<file path="src/rtl/cache_pkg.sv">
// Shared geometry, tag-entry layout and refill FSM states for the 8-set x 4-way cache.
package cache_pkg;
  localparam int NUM_SETS   = 8;
  localparam int NUM_WAYS   = 4;
  localparam int TAG_W      = 5;
  localparam int LINE_WORDS = 4;
  localparam int DATA_W     = 32;
  localparam int SET_W      = $clog2(NUM_SETS);
  localparam int WAY_W      = $clog2(NUM_WAYS);
  localparam int OFF_W      = $clog2(LINE_WORDS);
  localparam int ADDR_W     = TAG_W + SET_W + OFF_W;

  typedef struct packed {
    logic             valid;
    logic             dirty;
    logic [TAG_W-1:0] tag;
  } tag_entry_t;

  typedef enum logic [2:0] {
    IDLE,
    WB_RD,
    WB_WR,
    FILL_REQ,
    FILL_DATA,
    TAG_UPD
  } refill_state_e;

  function automatic logic [ADDR_W-1:0] make_addr(input logic [TAG_W-1:0] tag,
                                                  input logic [SET_W-1:0] set,
                                                  input logic [OFF_W-1:0] word);
    return {tag, set, word};
  endfunction
endpackage

</file>
<file path="src/rtl/cache_refill_ctrl.sv">
// Miss handler: optional dirty-victim writeback, line fetch into the data array, then tag install.
module cache_refill_ctrl
  import cache_pkg::*;
(
  input  logic              clk,
  input  logic              rst,
  input  logic              miss_valid,
  output logic              miss_ready,
  input  logic [SET_W-1:0]  miss_set,
  input  logic [TAG_W-1:0]  miss_tag,
  input  logic [WAY_W-1:0]  victim_way,
  input  logic              victim_valid,
  input  logic              victim_dirty,
  input  logic [TAG_W-1:0]  victim_tag,
  output logic              evict_re,
  output logic [SET_W-1:0]  evict_set,
  output logic [WAY_W-1:0]  evict_way,
  output logic [OFF_W-1:0]  evict_word,
  input  logic [DATA_W-1:0] evict_rdata,
  output logic              fill_we,
  output logic [SET_W-1:0]  fill_set,
  output logic [WAY_W-1:0]  fill_way,
  output logic [OFF_W-1:0]  fill_word,
  output logic [DATA_W-1:0] fill_data,
  output logic              tag_we,
  output logic [SET_W-1:0]  tag_set,
  output logic [WAY_W-1:0]  tag_way,
  output logic [TAG_W+1:0]  tag_value,
  output logic              mem_req_valid,
  input  logic              mem_req_ready,
  output logic              mem_req_write,
  output logic [ADDR_W-1:0] mem_req_addr,
  output logic [DATA_W-1:0] mem_wdata,
  input  logic              mem_rdata_valid,
  input  logic [DATA_W-1:0] mem_rdata,
  output logic              refill_done
);

  refill_state_e     state_reg, state_next;
  logic [OFF_W-1:0]  word_reg, word_next;
  logic [SET_W-1:0]  set_reg;
  logic [TAG_W-1:0]  tag_reg;
  logic [TAG_W-1:0]  vtag_reg;
  logic [WAY_W-1:0]  way_reg;
  logic              first_wr_reg;
  logic [DATA_W-1:0] wdata_reg;
  logic              last_word;
  tag_entry_t        new_entry;

  assign last_word = (word_reg == OFF_W'(LINE_WORDS - 1));
  assign new_entry = '{valid: 1'b1, dirty: 1'b0, tag: tag_reg};

  always_ff @(posedge clk or posedge rst) begin
    if (rst) begin
      state_reg    <= IDLE;
      word_reg     <= '0;
      set_reg      <= '0;
      tag_reg      <= '0;
      vtag_reg     <= '0;
      way_reg      <= '0;
      first_wr_reg <= 1'b0;
      wdata_reg    <= '0;
    end else begin
      state_reg    <= state_next;
      word_reg     <= word_next;
      // Array read data arrives the cycle after WB_RD, i.e. in the first WB_WR cycle.
      first_wr_reg <= (state_reg == WB_RD);
      if (state_reg == IDLE && miss_valid) begin
        set_reg  <= miss_set;
        tag_reg  <= miss_tag;
        vtag_reg <= victim_tag;
        way_reg  <= victim_way;
      end
      if (state_reg == WB_WR && first_wr_reg) begin
        wdata_reg <= evict_rdata;
      end
    end
  end

  always_comb begin
    state_next    = state_reg;
    word_next     = word_reg;
    miss_ready    = 1'b0;
    evict_re      = 1'b0;
    evict_set     = '0;
    evict_way     = '0;
    evict_word    = '0;
    fill_we       = 1'b0;
    fill_set      = '0;
    fill_way      = '0;
    fill_word     = '0;
    fill_data     = '0;
    tag_we        = 1'b0;
    tag_set       = '0;
    tag_way       = '0;
    tag_value     = '0;
    mem_req_valid = 1'b0;
    mem_req_write = 1'b0;
    mem_req_addr  = '0;
    mem_wdata     = '0;
    refill_done   = 1'b0;
    case (state_reg)
      IDLE: begin
        miss_ready = 1'b1;
        if (miss_valid) begin
          word_next  = '0;
          state_next = (victim_valid && victim_dirty) ? WB_RD : FILL_REQ;
        end
      end
      WB_RD: begin
        evict_re   = 1'b1;
        evict_set  = set_reg;
        evict_way  = way_reg;
        evict_word = word_reg;
        state_next = WB_WR;
      end
      WB_WR: begin
        mem_req_valid = 1'b1;
        mem_req_write = 1'b1;
        mem_req_addr  = make_addr(vtag_reg, set_reg, word_reg);
        mem_wdata     = first_wr_reg ? evict_rdata : wdata_reg;
        if (mem_req_ready) begin
          if (last_word) begin
            word_next  = '0;
            state_next = FILL_REQ;
          end else begin
            word_next  = word_reg + 1'b1;
            state_next = WB_RD;
          end
        end
      end
      FILL_REQ: begin
        mem_req_valid = 1'b1;
        mem_req_addr  = make_addr(tag_reg, set_reg, '0);
        if (mem_req_ready) begin
          state_next = FILL_DATA;
        end
      end
      FILL_DATA: begin
        if (mem_rdata_valid) begin
          fill_we   = 1'b1;
          fill_set  = set_reg;
          fill_way  = way_reg;
          fill_word = word_reg;
          fill_data = mem_rdata;
          if (last_word) begin
            word_next  = '0;
            state_next = TAG_UPD;
          end else begin
            word_next = word_reg + 1'b1;
          end
        end
      end
      TAG_UPD: begin
        tag_we      = 1'b1;
        tag_set     = set_reg;
        tag_way     = way_reg;
        tag_value   = new_entry;
        refill_done = 1'b1;
        state_next  = IDLE;
      end
      default: state_next = IDLE;
    endcase
  end

endmodule

</file>
<file path="config.mk">
export PLATFORM = sky130hd
export DESIGN_NAME = cache_refill_ctrl
export DESIGN_NICKNAME = d
export VERILOG_FILES = /design/src/rtl/cache_pkg.sv /design/src/rtl/cache_refill_ctrl.sv
export SDC_FILE = /design/constraint.sdc
export NUM_CORES = 1
export LEC_CHECK = 0
export ABC_AREA = 1
export CORE_MARGIN = 3
export CORE_UTILIZATION = 31
export DETAILED_ROUTE_END_ITERATION = 6
export PLACE_DENSITY = 0.73
export SETUP_SLACK_MARGIN = 0.3
export SLEW_MARGIN = 20
export SYNTH_ARGS = -nofsm -noshare
export SYNTH_HDL_FRONTEND = slang
export SYNTH_SLANG_ARGS = --single-unit
</file>
<file path="constraint.sdc">
create_clock -name clk -period 2.2 [get_ports clk]
set_input_delay 0.44 -clock clk [delete_from_list [all_inputs] [get_ports clk]]
set_output_delay 0.44 -clock clk [all_outputs]
set_load 0.05 [all_outputs]
</file>
==> results.yml, run 1 <==
sta:
  hold_violations: 0
  setup_viol: 87
  fmax_mhz: 420
  final.setup.worst_slack_ns: -0.181
  layout_min_cycle_time_ns: 2.38
  skew_ns: 0.00877
  fin_hold_ws_ns: 0.467
  rsz0062_at_grt: "true"
  slew_violations: 0
  fin_crit_sh_pct: 108
  setup_tns_ns: -9.53
synthesis:
  seq_area_frac_synth_pct: 45.0
  synthAdderAreaFrac_pct: 0.425
  synth_compound_area_share_pct: 14.9
  postSynthCellCount: 418
  synth_top_family_by_area: "simple AND/OR/NAND/NOR gates"
  synth_area_um2: 2940
  synth_cell_type_count: 26
  synth_nets: 505
  ys_warn_count: 0
  ys_ff_latch: 53
  syn_area_per_cell_um2: 7.04
  yosys.area_share.simple_pct: 26.4
  synth_mux_area_share_pct: 0
  synth_xor_area_share_pct: 0
floorplanning:
  ios: 193
  fp.coreArea_um2: 8980
  dieArea_um2: 10700
  fp.dieH_um: 103
  initial_utilization_pct: 32.8
  std_cell_rows: 34
  dieWidth_um: 103
placed_design:
  portBuffers: 191
  place_congestion: 0.779
  dpl.hpwl_um: 9790
  pre_cts_ws_ns: 0.104
routing:
  drtPass1Iterations: 5
  met2WireLength_um: 10300
  viasPerCell: 5.29
  antenna_left: 0
  via_count: 4142
  drt-total-wl_um: 19800
  drc: 0
  dr.max_layer_used: "met4"
  drt_iter0_markers: 264
  wl_per_cell_um: 25.2
  wl_met3_um: 1660
  drt-met1-wl_um: 6590
pwr:
  p_comb_share_pct: 78.5
  power_frac_seq_pct: 15.1
  switching_share_pct: 50.7
  p_sw_mw: 5.69
  ir_drop_uv: 1030
  leakagePower_nw: 3.59
  clockPowerShare_pct: 6.4
  power_density_nw_per_um2: 1360
  p_int_mw: 5.54
  p_total_mw: 11.2
layout:
  area_growth_pct: 180
  largest_reg_flops: 32
  finish.utilization_pct: 92.0
  area.sequential_um2: 1330
  nFillCells: 271
  multi_input_area_um2: 2400
  antenna_cells: 0
  drive_gt1_share_pct: 51.6
  layout.nets: 743
grt:
  grt_use_total_pct: 32.1
  grt_antenna_before_repair: 0
  grt_max_degree: 54
  grt_first_pass_wirelength_um: 25600
  grt_pass1_vias: 4543
  overflow: 0
job:
  cap_viol_max_count: 0
clocking:
  tritoncts: "yes"
  clockBufferDepth: 2
  cts_htree_levels: 2
  worst_skew_pair.late_latency_ns: 0.32
  cts_buffers: 5
  cts_root_buffer: "clkbuf_8"
  clkSinkCount: 53
  path_clk_slew_ns: 0.11
run_status:
  status: "complete, but fails checks"
  violations: "negative setup slack"
critical_path:
  path_max_fanout: 7
  crit_required_ns: 1.76
  cp-end-kind: "output pin"
  crit_arrival_ns: 1.94
  crit_type: "reg -> out"
  crit_path_start_kind: "flop"
min_path:
  holdCritPathClass: "in -> async"
[path summary, 6_finish.rpt]
check	startpoint	endpoint	slack (ns)	depth (start not counted)
min in group clk	wdata_reg[22]	wdata_reg[22]	0.59	2
max in group asynchronous	rst	state_reg[2]	1.47	3
min	rst	state_reg[1]	0.47	3
min reg2reg	wdata_reg[22]	wdata_reg[22]	0.59	2
max	state_reg[0]	fill_data[15]	-0.18	8
max reg2reg	state_reg[2]	set_reg[0]	0.26	11
[cells by family after synthesis]
family	count (synthesis)
AND/OR/NAND/NOR	189
buffers and inverters	88
AO/OA/AOI/OAI	86
flip-flops	53
adder cells (fa/ha/maj)	1
other	1
[cell usage in the layout, fill, tap and decap left out, types with 5 or more instances in the layout]
| cell | count |
|---|---|
| clkdlybuf4s50_1 | 85 |
| buf_4 | 18 |
| a21oi_1 | 15 |
| nand3_1 | 7 |
| buf_12 | 126 |
| o21ai_4 | 33 |
| o21ai_1 | 5 |
| clkbuf_8 | 5 |
| buf_16 | 7 |
| nand2_2 | 14 |
| o21ai_0 | 28 |
| nand2_4 | 22 |
| nor2_1 | 15 |
| inv_1 | 54 |
| nor2_4 | 64 |
| dfrtp_1 | 52 |
| nand2_1 | 54 |
| buf_6 | 16 |
[critical path, cell delays in order (launching register included)]
cell	delay [ns]
dfrtp_1	0.45
buf_6	0.14
buf_8	0.13
nor2_4	0.18
nand2_8	0.10
buf_12	0.15
buf_16	0.15
nor2_4	0.16
buf_12	0.15
[power groups by stage]
stage	registers, mW	logic [mW]	clock network [mW]
final	1.69	8.81	0.723
after global routing	1.71	9.07	0.755
after CTS	1.61	7.92	0.691
after detailed placement	1.63	6.81	0
after global placement	1.60	6.66	0
after floorplan	1.56	4.08	0
[area by class of cell]
type,count,area share [%]
clock buffer,5,0.834
clock inverter,3,0.530
inverter,63,3.38
multi-input combinational,277,29.1
sequential,53,16.1
tap,126,1.91
timing repair buffer,255,48.0
timing repair inverter,1,0.197
[cell usage after synthesis]
cell type	count	area share, %
a21oi_1	15	2.5
buf_6	2	0.76
nor3_1	1	0.17
nor2_8	2	1.4
inv_2	1	0.13
conb_1	1	0.13
nand2_2	1	0.21
inv_1	59	7.5
dfrtp_1	53	45
o21ai_1	5	0.85
ha_1	1	0.42
o22ai_1	4	0.85
a31o_2	1	0.30
or2_2	1	0.21
clkinv_1	1	0.13
buf_2	4	0.68
nand4_1	1	0.21
inv_4	2	0.42
o21ai_0	61	10
nor2_1	82	10
nand2_1	90	11
clkbuf_1	11	1.4
nor2_4	1	0.38
buf_4	8	2.0
nand2_4	1	0.38
nand3_1	9	1.5
[through the flow]
step	instances	cell area, um^2
floorplan	418	3800
global placement	728	6900
detailed placement	728	6900
CTS	763	7940
global route	783	8260
finish	783	8260
[metal layers]
layer  up-vias  GRT usage (%)
met1      2015           34.1
met3        93           9.79
li1       1765              -
met5         -              0
met2       269           59.3
met4         0           12.1
[timing repair]
action / 4_1_cts / 5_1_grt
setup endpoints to repair: 103 / 106
gates resized for setup: 123 / 36
gates cloned: 9 / 0
pin swaps: 6 / 17
setup buffers: 18 / 20
hold buffers: 0 / 0
Note: power is estimated with default switching activity, not from simulation.
==> run 2: changes to the inputs <==
Settings changed: DONT_BUFFER_PORTS from default to 1, PLACE_DENSITY 0.73 to 0.47.
==> run 2 against run 1 <==
The flow now finishes without violations. Cell count shrank 20%. Sequential power shrank 5%. First-iteration DRC count shrank 79%. Register-to-register slack gained 0.18 ns. Design area shrank 36%. Combinational power shrank 37%. Critical path type unchanged. Critical endpoint is now mem_wdata[28]. Largest power group unchanged.
==> results.yml, run 2 (synthesis results as in run 1) <==
run_status:
  status: "finished clean"
sta:
  rsz0062_at_grt: "true"
  fin_crit_sh_pct: 99.6
  layout_min_cycle_time_ns: 2.19
  hold_violations: 0
  slew_violations: 0
  fmax_mhz: 456
  setup_viol: 0
  skew_ns: 0.00542
clocking:
  cts_htree_levels: 2
  clockBufferDepth: 2
  tritoncts: "yes"
  path_clk_slew_ns: 0.10
  postCtsHoldBufs: 0
  worst_skew_pair.late_latency_ns: 0.30
  clkSinkCount: 53
  cts_root_buffer: "clkbuf_8"
  cts_buffers: 5
critical_path:
  slowest_delay_ns: 0.43
  crit_arrival_ns: 1.75
  critPathSlowestCell: "dfrtp_1"
  cpMostUsedCell: "nor2_8"
  crit_required_ns: 1.76
  crit_type: "reg -> out"
  crit_path_start_kind: "flop"
  path_max_fanout: 3
  crit_buf_inv: 5
  cp-end-kind: "output pin"
  crit_family: "buffers and inverters"
  r2r_end: "wdata_reg[10]"
  crit_chain: "clkinv_4, nand2_4, nor2_8, inv_8, nor2_8, buf_12, buf_6, buf_16, nand2_8, o21ai_4"
  reg2reg_from: "state_reg[0]"
  r2r_setup_slack_ns: 0.44
  cp_num_cells: 10
  rr_worst_depth: 11
routing:
  wl_met3_um: 694
  drt-met1-wl_um: 3600
  drtPass1Iterations: 4
  drt_iter0_markers: 55
  antenna_left: 0
  wl_per_cell_um: 15.4
  viasPerCell: 4.69
  via_count: 2952
  dr.max_layer_used: "met4"
  drc: 0
  drt-total-wl_um: 9720
  met2WireLength_um: 5280
grt:
  grt_pass1_vias: 3058
  grt_first_pass_wirelength_um: 15000
  grt_use_total_pct: 18.0
  grt_antenna_before_repair: 0
  grt_max_degree: 35
  overflow: 0
layout:
  nFillCells: 788
  layout_commonest_cell: "nand2_1"
  finish.utilization_pct: 59.3
  area_growth_pct: 80.8
  drive_gt1_share_pct: 49.4
  final_cell_mix: "nand2_1 (57), inv_1 (56), dfrtp_1 (52), buf_6 (43), o21ai_4 (32)"
  layout.nets: 590
  antenna_cells: 0
  fin_area_um2: 5320
  largest_reg_flops: 32
pwr:
  p_total_mw: 7.71
  power_density_nw_per_um2: 1450
  leakagePower_nw: 2.51
  ir_drop_uv: 992
floorplanning:
  fp.dieH_um: 103
  ios: 193
  initial_utilization_pct: 32.8
  dieWidth_um: 103
  fp.coreArea_um2: 8980
  dieArea_um2: 10700
  std_cell_rows: 34
min_path:
  holdCritPathClass: "in -> async"
job:
  cap_viol_max_count: 0
placed_design:
  dpl.hpwl_um: 7010
  place_congestion: 0.818
  place_area_um2: 4550
  portBuffers: 0
-- run 2: how the worst max path moves through the flow --
stage                     slack (ns)             to         start
after floorplan                -0.02     tag_set[0]  state_reg[2]
after global placement          0.21   tag_value[1]  state_reg[2]
after detailed placement        0.17   tag_value[1]  state_reg[2]
after CTS                      -0.01  mem_wdata[28]  state_reg[0]
after global routing           -0.07  mem_wdata[28]  state_reg[0]
final                          0.009  mem_wdata[28]  state_reg[0]
-- run 2: timing repair --
action | CTS | global route
buffers inserted | 18 | 5
gates cloned | 4 | 0
pin swaps | 10 | 6
resized for setup | 88 | 10
setup endpoints to repair | 103 | 105
-- run 2: through the flow --
step	setup WS [ns]	hold WS, ns	setup TNS (ns)	instances
floorplan	-0.0214	0.442	-0.415	418
global placement	0.206	0.361	0	595
detailed placement	0.173	0.363	0	595
CTS	-0.0112	0.0219	-0.0162	625
global route	-0.0720	0.0246	-1.58	630
finish	0.00872	0.00824	0	630
-- run 2: final cells by class --
class | instances | area, um^2 | share of cell area [%]
clock inverters | 2 | 13.8 | 0.259
flip-flops and latches | 53 | 1330 | 24.9
inverters | 63 | 260 | 4.89
repair buffers | 103 | 1390 | 26.1
well taps | 126 | 158 | 2.96
clock buffers | 6 | 72.6 | 1.36
multi-input cells | 277 | 2100 | 39.5
-- run 2: worst reg2reg max path, cell delays in order (launching register included) --
cell	delay, ns
dfrtp_1	0.43
clkinv_4	0.07
nand2_4	0.06
nor2_8	0.17
inv_8	0.05
nor2_8	0.14
buf_12	0.13
buf_6	0.10
buf_16	0.10
buf_4	0.10
buf_4	0.17
o21ai_0	0.11
-- run 2: metal layers --
metal	track usage [%]	vias to the layer above
met1	19.5	1374
met2	34.3	115
li1	-	1453
met5	0	-
met4	4.98	0
met3	4.56	10
-- run 2: where the power goes --
part | internal [mW] | total, mW | switching, mW
Combinational | 1.75 | 5.54 | 3.79
Clock | 0.228 | 0.561 | 0.333
Sequential | 1.44 | 1.60 | 0.160
==> run 3: changes to the inputs <==
Settings changed: HOLD_SLACK_MARGIN from default to 0.03.
Clock period 2.2 ns to 2.6 ns, I/O delays scaled along.
==> run 3 against run 2 <==
Register-to-register slack better by 0.54 ns. Critical path depth is the same. Utilization fell by 7.9 points. Sequential power decreased by 15%. Die area unchanged. Setup slack better by 0.33 ns. Sequential cell count unchanged. Cell count fell by 0.32%. First-iteration DRC count grew 49%. Clock power is 2% higher. Non-clock buffer count is 5 lower. Critical endpoint is now mem_wdata[21].
==> results.yml, run 3 (synthesis results as in run 1) <==
routing:
  via_count: 2940
  drt_iter0_markers: 82
  drc: 0
  wl_per_cell_um: 14.6
  viasPerCell: 4.68
  drt-total-wl_um: 9170
  drtPass1Iterations: 4
  antenna_left: 0
clocking:
  clockBufferDepth: 2
  path_clk_slew_ns: 0.10
  worst_skew_pair.late_latency_ns: 0.31
  postCtsHoldBufs: 0
  cts_buffers: 5
  cts_htree_levels: 2
  cts_root_buffer: "clkbuf_8"
  tritoncts: "yes"
  clkSinkCount: 53
run_status:
  status: "finished clean"
placed_design:
  dpl.hpwl_um: 6310
  place_congestion: 0.820
  dp_cells: 598
  place_area_um2: 3930
  pre_cts_ws_ns: 0.364
  portBuffers: 0
layout:
  layout.nets: 588
  finish.utilization_pct: 51.4
  fin_area_um2: 4610
  antenna_cells: 0
  layout_commonest_cell: "buf_4"
  fin_cells: 628
  area_growth_pct: 56.6
  nFillCells: 841
  final_cell_mix: "buf_4 (72), nand2_1 (67), nor2_1 (64), inv_1 (56), dfrtp_1 (51)"
  drive_gt1_share_pct: 40.0
  largest_reg_flops: 32
critical_path:
  critPathSlowestCell: "dfrtp_2"
  cp-end-kind: "output pin"
  crit_family: "buffers and inverters"
  crit_arrival_ns: 1.74
  crit_required_ns: 2.08
  crit_type: "reg -> out"
  path_max_fanout: 6
  crit_chain: "inv_4, nand2_4, nor2_8, inv_8, nor2_8, buf_12, buf_8, nand2_2, o21ai_2, buf_12"
  crit_buf_inv: 5
  slowest_delay_ns: 0.43
  crit_path_start_kind: "flop"
sta:
  fin_hold_ws_ns: 0.282
  rsz0062_at_grt: "true"
  hold_violations: 0
  fin_crit_sh_pct: 86.9
  final.setup.worst_slack_ns: 0.341
  slew_violations: 0
  skew_ns: 0.0185
  slew_headroom_pct: 53.2
  setup_viol: 0
  layout_min_cycle_time_ns: 2.26
  fmax_mhz: 443
  worst_slew_pin_slew_ns: 0.702
  setup_tns_ns: 0
grt:
  grt-busiest-layer: "met2"
  met1_usage_pct: 19.3
  grt_first_pass_wirelength_um: 13600
  grt_antenna_before_repair: 0
  use_met2_pct: 27.5
  grt_pass1_vias: 2831
  overflow: 0
  grt_max_degree: 54
  grt_use_total_pct: 16.1
  grt_util_met3_pct: 6.10
floorplanning:
  fp.coreArea_um2: 8980
  fp.dieH_um: 103
  initial_utilization_pct: 32.8
  std_cell_rows: 34
  dieArea_um2: 10700
  dieWidth_um: 103
  ios: 193
job:
  cap_viol_max_count: 0
pwr:
  p_total_mw: 6.08
  ir_drop_uv: 513
  power_density_nw_per_um2: 1320
  leakagePower_nw: 2.28
min_path:
  holdCritPathClass: "in -> async"
-- run 3: worst reg2reg max path, delay by kind of cell (launching register included) --
kind                   cells  cell delay [ns]
DFF                        1             0.48
buffers and inverters      2             0.35
and+or+nand+nor            4             0.63
AOI/OAI and AO/OA          1             0.05
-- run 3: where the power goes --
part / internal, mW / switching (mW) / total [mW]
combinational: 1.17 / 2.98 / 4.15
sequential: 1.22 / 0.134 / 1.36
clock: 0.289 / 0.282 / 0.571
-- run 3: repair_timing --
| item | in CTS | in global routing |
|---|---|---|
| gates cloned | 3 | 2 |
| gates resized for setup | 40 | 41 |
| buffers inserted | 12 | 5 |
| pin swaps | 4 | 4 |
| setup endpoints to repair | 53 | 85 |
-- run 3: layout make-up --
cell class / instances / area, um^2 / area share, %
inverter: 63 / 262 / 5.67
sequential: 53 / 1330 / 28.8
clock buffer: 5 / 68.8 / 1.49
timing repair inverter: 1 / 5.00 / 0.109
multi-input combinational: 279 / 1770 / 38.4
timing repair buffer: 98 / 973 / 21.1
clock inverter: 3 / 43.8 / 0.950
tap: 126 / 158 / 3.42
-- run 3: path summary, 6_finish.rpt --
check	start	end	slack (ns)	cells after the start
worst max-delay path	state_reg[0]	mem_wdata[21]	0.34	10
worst min-delay path	rst	wdata_reg[2]	0.28	2
worst max register to register	state_reg[2]	vtag_reg[0]	0.98	7
worst min register to register	vtag_reg[4]	vtag_reg[4]	0.49	2
max in group asynchronous	rst	state_reg[2]	1.80	2
min in group clk	evict_rdata[26]	wdata_reg[26]	0.33	2
-- run 3: routing by layer --
layer	share of wire, %	vias to the layer above	routed length (um)
li1	-	1445	-
met1	39	1371	3600
met2	51	118	4660
met3	9.0	6	827
met4	0.84	0	77
met5	0	-	0
==> RTL edit 1, RTL diff (settings of run 1) <==
The package constant `NUM_SETS` goes from 8 to 16.
--- a/src/rtl/cache_pkg.sv
+++ b/src/rtl/cache_pkg.sv
@@ -1,6 +1,6 @@
 // Shared geometry, tag-entry layout and refill FSM states for the 8-set x 4-way cache.
 package cache_pkg;
-  localparam int NUM_SETS   = 8;
+  localparam int NUM_SETS   = 16;
   localparam int NUM_WAYS   = 4;
   localparam int TAG_W      = 5;
   localparam int LINE_WORDS = 4;
Interface: changed (5 resized); port bits go from 193 to 198. No check against the original RTL was run, so the function may have changed too.
==> RTL edit 1 against run 1 <==
The run still ends with setup timing left. Critical path depth grew 2. Worst setup slack gained 0.13 ns. Area after synthesis grew 0.93%. Wire length shrank 27%. Sequential share of layout area grew 1.1 points. Total power shrank 10%. Clock power shrank 22%. Sequential cell count grew 1. Die area grew 0.88%. Design area shrank 4.6%. Via count shrank 7.3%. Critical endpoint is now mem_wdata[6]. Largest cell class unchanged.
==> RTL edit 1: results (changes against run 1) <==
The flow ran to the end, but the final reports show violations. Violations in the final reports: setup timing (unchanged). The logs give 8240 um (was 10300 um) for the wire length on met2 and 0.0161 ns (was 0.00877 ns) for the maximum clock skew at final layout. The share of total power in the clock network was 0.056 (was 0.064); the net switching fraction of the power was 0.506 (was 0.507). The run gives 33 (was 54) as the largest net degree at the start of global routing.

For the accumulated negative setup slack, the log shows -0.300 ns (was -9.53 ns). The half-perimeter wire length of the detailed placement result came out at 9430 um (was 9790 um). Endpoint arrival time on the critical path: 1.81 ns (was 1.94 ns). Startpoint of the most critical register-to-register path: state_reg[1] (was state_reg[2]). The area share of fa/ha/maj cells after synthesis was 0.00421 (was 0.00425); the ratio of cells with drive above 1 in the final layout was 0.500 (was 0.516). The tools report the worst slack at placement as 0.0439 ns (was 0.104 ns).

The logs give 0.491 ns (was 0.467 ns) for the worst hold slack and 4 (was 5) for the number of iterations in the first detailed-routing pass. Share of the yosys chip area belonging to registers: 0.455 (was 0.450). The final RePlAce weighted congestion is 0.788 (was 0.779).

Most instantiated cells after synthesis: 92 x sky130_fd_sc_hd__nand2_1, 87 x sky130_fd_sc_hd__nor2_1, 62 x sky130_fd_sc_hd__inv_1 (was 90 x sky130_fd_sc_hd__nand2_1, 82 x sky130_fd_sc_hd__nor2_1, 61 x sky130_fd_sc_hd__o21ai_0). The largest fanout on the critical path is 6 (was 7). The longest individual stage delay on the worst path is 0.41 ns (was 0.45 ns). The filler-free cell count of the finished design was 789 (was 783). The minimum setup slack in the final design is -0.0468 ns (was -0.181 ns), and the via count is 3840 (was 4142). The unique cell type count in the Yosys netlist is 21 (was 26), and the count of port buffers added during placement is 196 (was 191). For the first-pass GRT wire length, the log shows 22900 um (was 25600 um). The number of placed cells counting well taps was 744 (was 728); the leakage power total was 3.52 nW (was 3.59 nW). For the number of nets produced by synthesis, the log shows 516 (was 505). The starting DRC count in detailed routing was 144 (was 264); the met3 usage was 0.0857 (was 0.0979).

For the count of final setup violators, the log shows 16 (was 87). Cell-internal power: 4.97 mW (was 5.54 mW). Worst ir drop on vdd: 0.993 mV (was 1.03 mV). The final wirelength was 14500 um (was 19800 um); the number of resized instances in the post-cts repair step was 142 (was 123).

The total length of routed met3 wires is 1120 um (was 1660 um), and the global routing usage on met2 is 0.512 (was 0.593). The average footprint of a synthesized cell came out at 6.94 sq um (was 7.04 sq um). Capturing instance or port of the critical path: mem_wdata[6] (was fill_data[15]).

The met1 layer wirelength in the final routing was 4910 um (was 6590 um). The global routing usage summed across all routing layers was 0.264 (was 0.321); the combinational power share was 0.779 (was 0.785). The logs give 6800 sq um (was 6900 sq um) for the placed instance area and 4286 (was 4543) for the number of global-route vias before repair.
## RTL edit 1: cell count changes after synthesis, moves of 2 or more
cell	run 1	this run
sky130_fd_sc_hd__nor2_1	82	87
sky130_fd_sc_hd__buf_2	4	7
sky130_fd_sc_hd__inv_1	59	62
sky130_fd_sc_hd__a21oi_1	15	17
sky130_fd_sc_hd__buf_6	2	0
sky130_fd_sc_hd__nand2_1	90	92
## RTL edit 1: area by class of cell
class                   instances  area [sq um]
multi-input cells             283          2250
clock buffers                   5          68.8
repair inverters                1          6.26
clock inverters                 2          13.8
repair buffers                250          3750
well taps                     129           161
inverters                      65           273
flip-flops and latches         54          1350
fillers                       458          1410
## RTL edit 1: cells by family (layout without fill, tap and decap cells)
family	Yosys count	in the layout
buffers and inverters	91	323
adder cells (fa/ha/maj)	1	1
AO/OA/AOI/OAI	87	87
flip-flops	54	54
other	1	1
AND/OR/NAND/NOR	194	194
==> RTL edit 2, RTL diff (flow settings as in run 1) <==
Without the edit above. Reset style: synchronous (`rst`), changed in one clocked block.
--- a/src/rtl/cache_refill_ctrl.sv
+++ b/src/rtl/cache_refill_ctrl.sv
@@ -50,7 +50,7 @@
   assign last_word = (word_reg == OFF_W'(LINE_WORDS - 1));
   assign new_entry = '{valid: 1'b1, dirty: 1'b0, tag: tag_reg};
 
-  always_ff @(posedge clk or posedge rst) begin
+  always_ff @(posedge clk) begin
     if (rst) begin
       state_reg    <= IDLE;
       word_reg     <= '0;
Check against the original RTL: differs if rst is asserted again (counterexample within 4 cycles, from zero or initial values and one cycle with rst high); with rst held inactive, the same outputs for 10 cycles.
==> RTL edit 2 against run 1 <==
Worst hold slack improved by 0.0083 ns. Design area is 9.1% lower. Die area decreased by 0.92%. Wire length is 30% lower. Area after synthesis decreased by 0.98%. Worst setup slack gained 0.29 ns. Sequential cell count stayed put. Critical path type unchanged. Highest routed layer unchanged.
Power is not compared: it rests on default switching activity, and its combinational part moved more than twofold at a synthesized area within 25%.
==> RTL edit 2: results (changes against run 1) <==
Standard cell with the maximum stage delay on the critical path: sky130_fd_sc_hd__dfxtp_4 (was sky130_fd_sc_hd__dfrtp_1). The flow ran to the end, and the final reports show no timing, DRC or antenna violations. The proportion of final cell area spent on non-clock buffers works out to 0.476 (was 0.480). Placed instance area: 6200 sq um (was 6900 sq um). The met3 usage is 0.0535 (was 0.0979). The multi-input logic portion of the cell area was 0.327 (was 0.291). The cell depth of the worst flop-to-flop path is 9 (was 11), and the number of logic inverters in the finished layout is 36 (was 64). The startpoint of the most critical register-to-register path is state_reg[0] (was state_reg[2]).

The number of tap instances is 108 (was 126), and the number of nets produced by synthesis is 545 (was 505). Half-perimeter wire length of the detailed placement result: 8800 um (was 9790 um). The number of nets in the finished design is 774 (was 743). The tools report the number of global-route vias before repair as 3867 (was 4543).

The endpoint arrival time on the critical path is 1.65 ns (was 1.94 ns). Most instantiated cells after synthesis: 136 x sky130_fd_sc_hd__nand2_1, 72 x sky130_fd_sc_hd__nor2_1, 53 x sky130_fd_sc_hd__dfxtp_1 (was 90 x sky130_fd_sc_hd__nand2_1, 82 x sky130_fd_sc_hd__nor2_1, 61 x sky130_fd_sc_hd__o21ai_0). The run gives 5180 um (was 6590 um) as the met1 layer wirelength in the final routing.

The number of ordinary and repair buffers in the finished layout is 250 (was 255), and the number of placed cells counting well taps is 737 (was 728). The final RePlAce weighted congestion was 0.956 (was 0.779). Cell types occupying the most area after synthesis: sky130_fd_sc_hd__dfxtp_1 36%, sky130_fd_sc_hd__nand2_1 18%, sky130_fd_sc_hd__nor2_1 9.3% (was sky130_fd_sc_hd__dfrtp_1 45%, sky130_fd_sc_hd__nand2_1 11%, sky130_fd_sc_hd__nor2_1 10%). The fraction of area in registers works out to 0.143 (was 0.161). The worst slack at placement was 0.0187 ns (was 0.104 ns); the worst-case register-to-register setup slack was 0.36 ns (was 0.26 ns). The total power of the final layout was 4.48 mW.

The final-layout fill cell count was 492 (was 271); the final sequential cell count was 53 (unchanged). Most instantiated flip-flop cell in the synthesis netlist: sky130_fd_sc_hd__dfxtp_1 (was sky130_fd_sc_hd__dfrtp_1).
==> RTL edit 2: critical path, delay by kind of cell (launching register included) <==
kind,cells,cell delay [ns]
and+or+nand+nor,4,0.54
buffers and inverters,3,0.42
DFF,1,0.38
==> RTL edit 2: timing repair <==
item / 4_1_cts / 5_1_grt
pin swaps: 40 / 14
gates resized for setup: 103 / 80
endpoints found under the setup margin: 100 / 101
gates cloned: 5 / 2
buffers inserted: 33 / 11
==> RTL edit 2: worst max path at each step <==
stage,from,to,slack [ns],cells after the start
final,state_reg[1],fill_word[1],0.11,7
after floorplan,mem_rdata_valid,fill_set[0],0.11,5
after CTS,state_reg[1],evict_set[2],0.16,4
after global routing,state_reg[1],fill_set[1],0.04,7
after global placement,mem_rdata_valid,fill_set[2],0.03,7
after detailed placement,mem_rdata_valid,fill_set[2],0.02,7
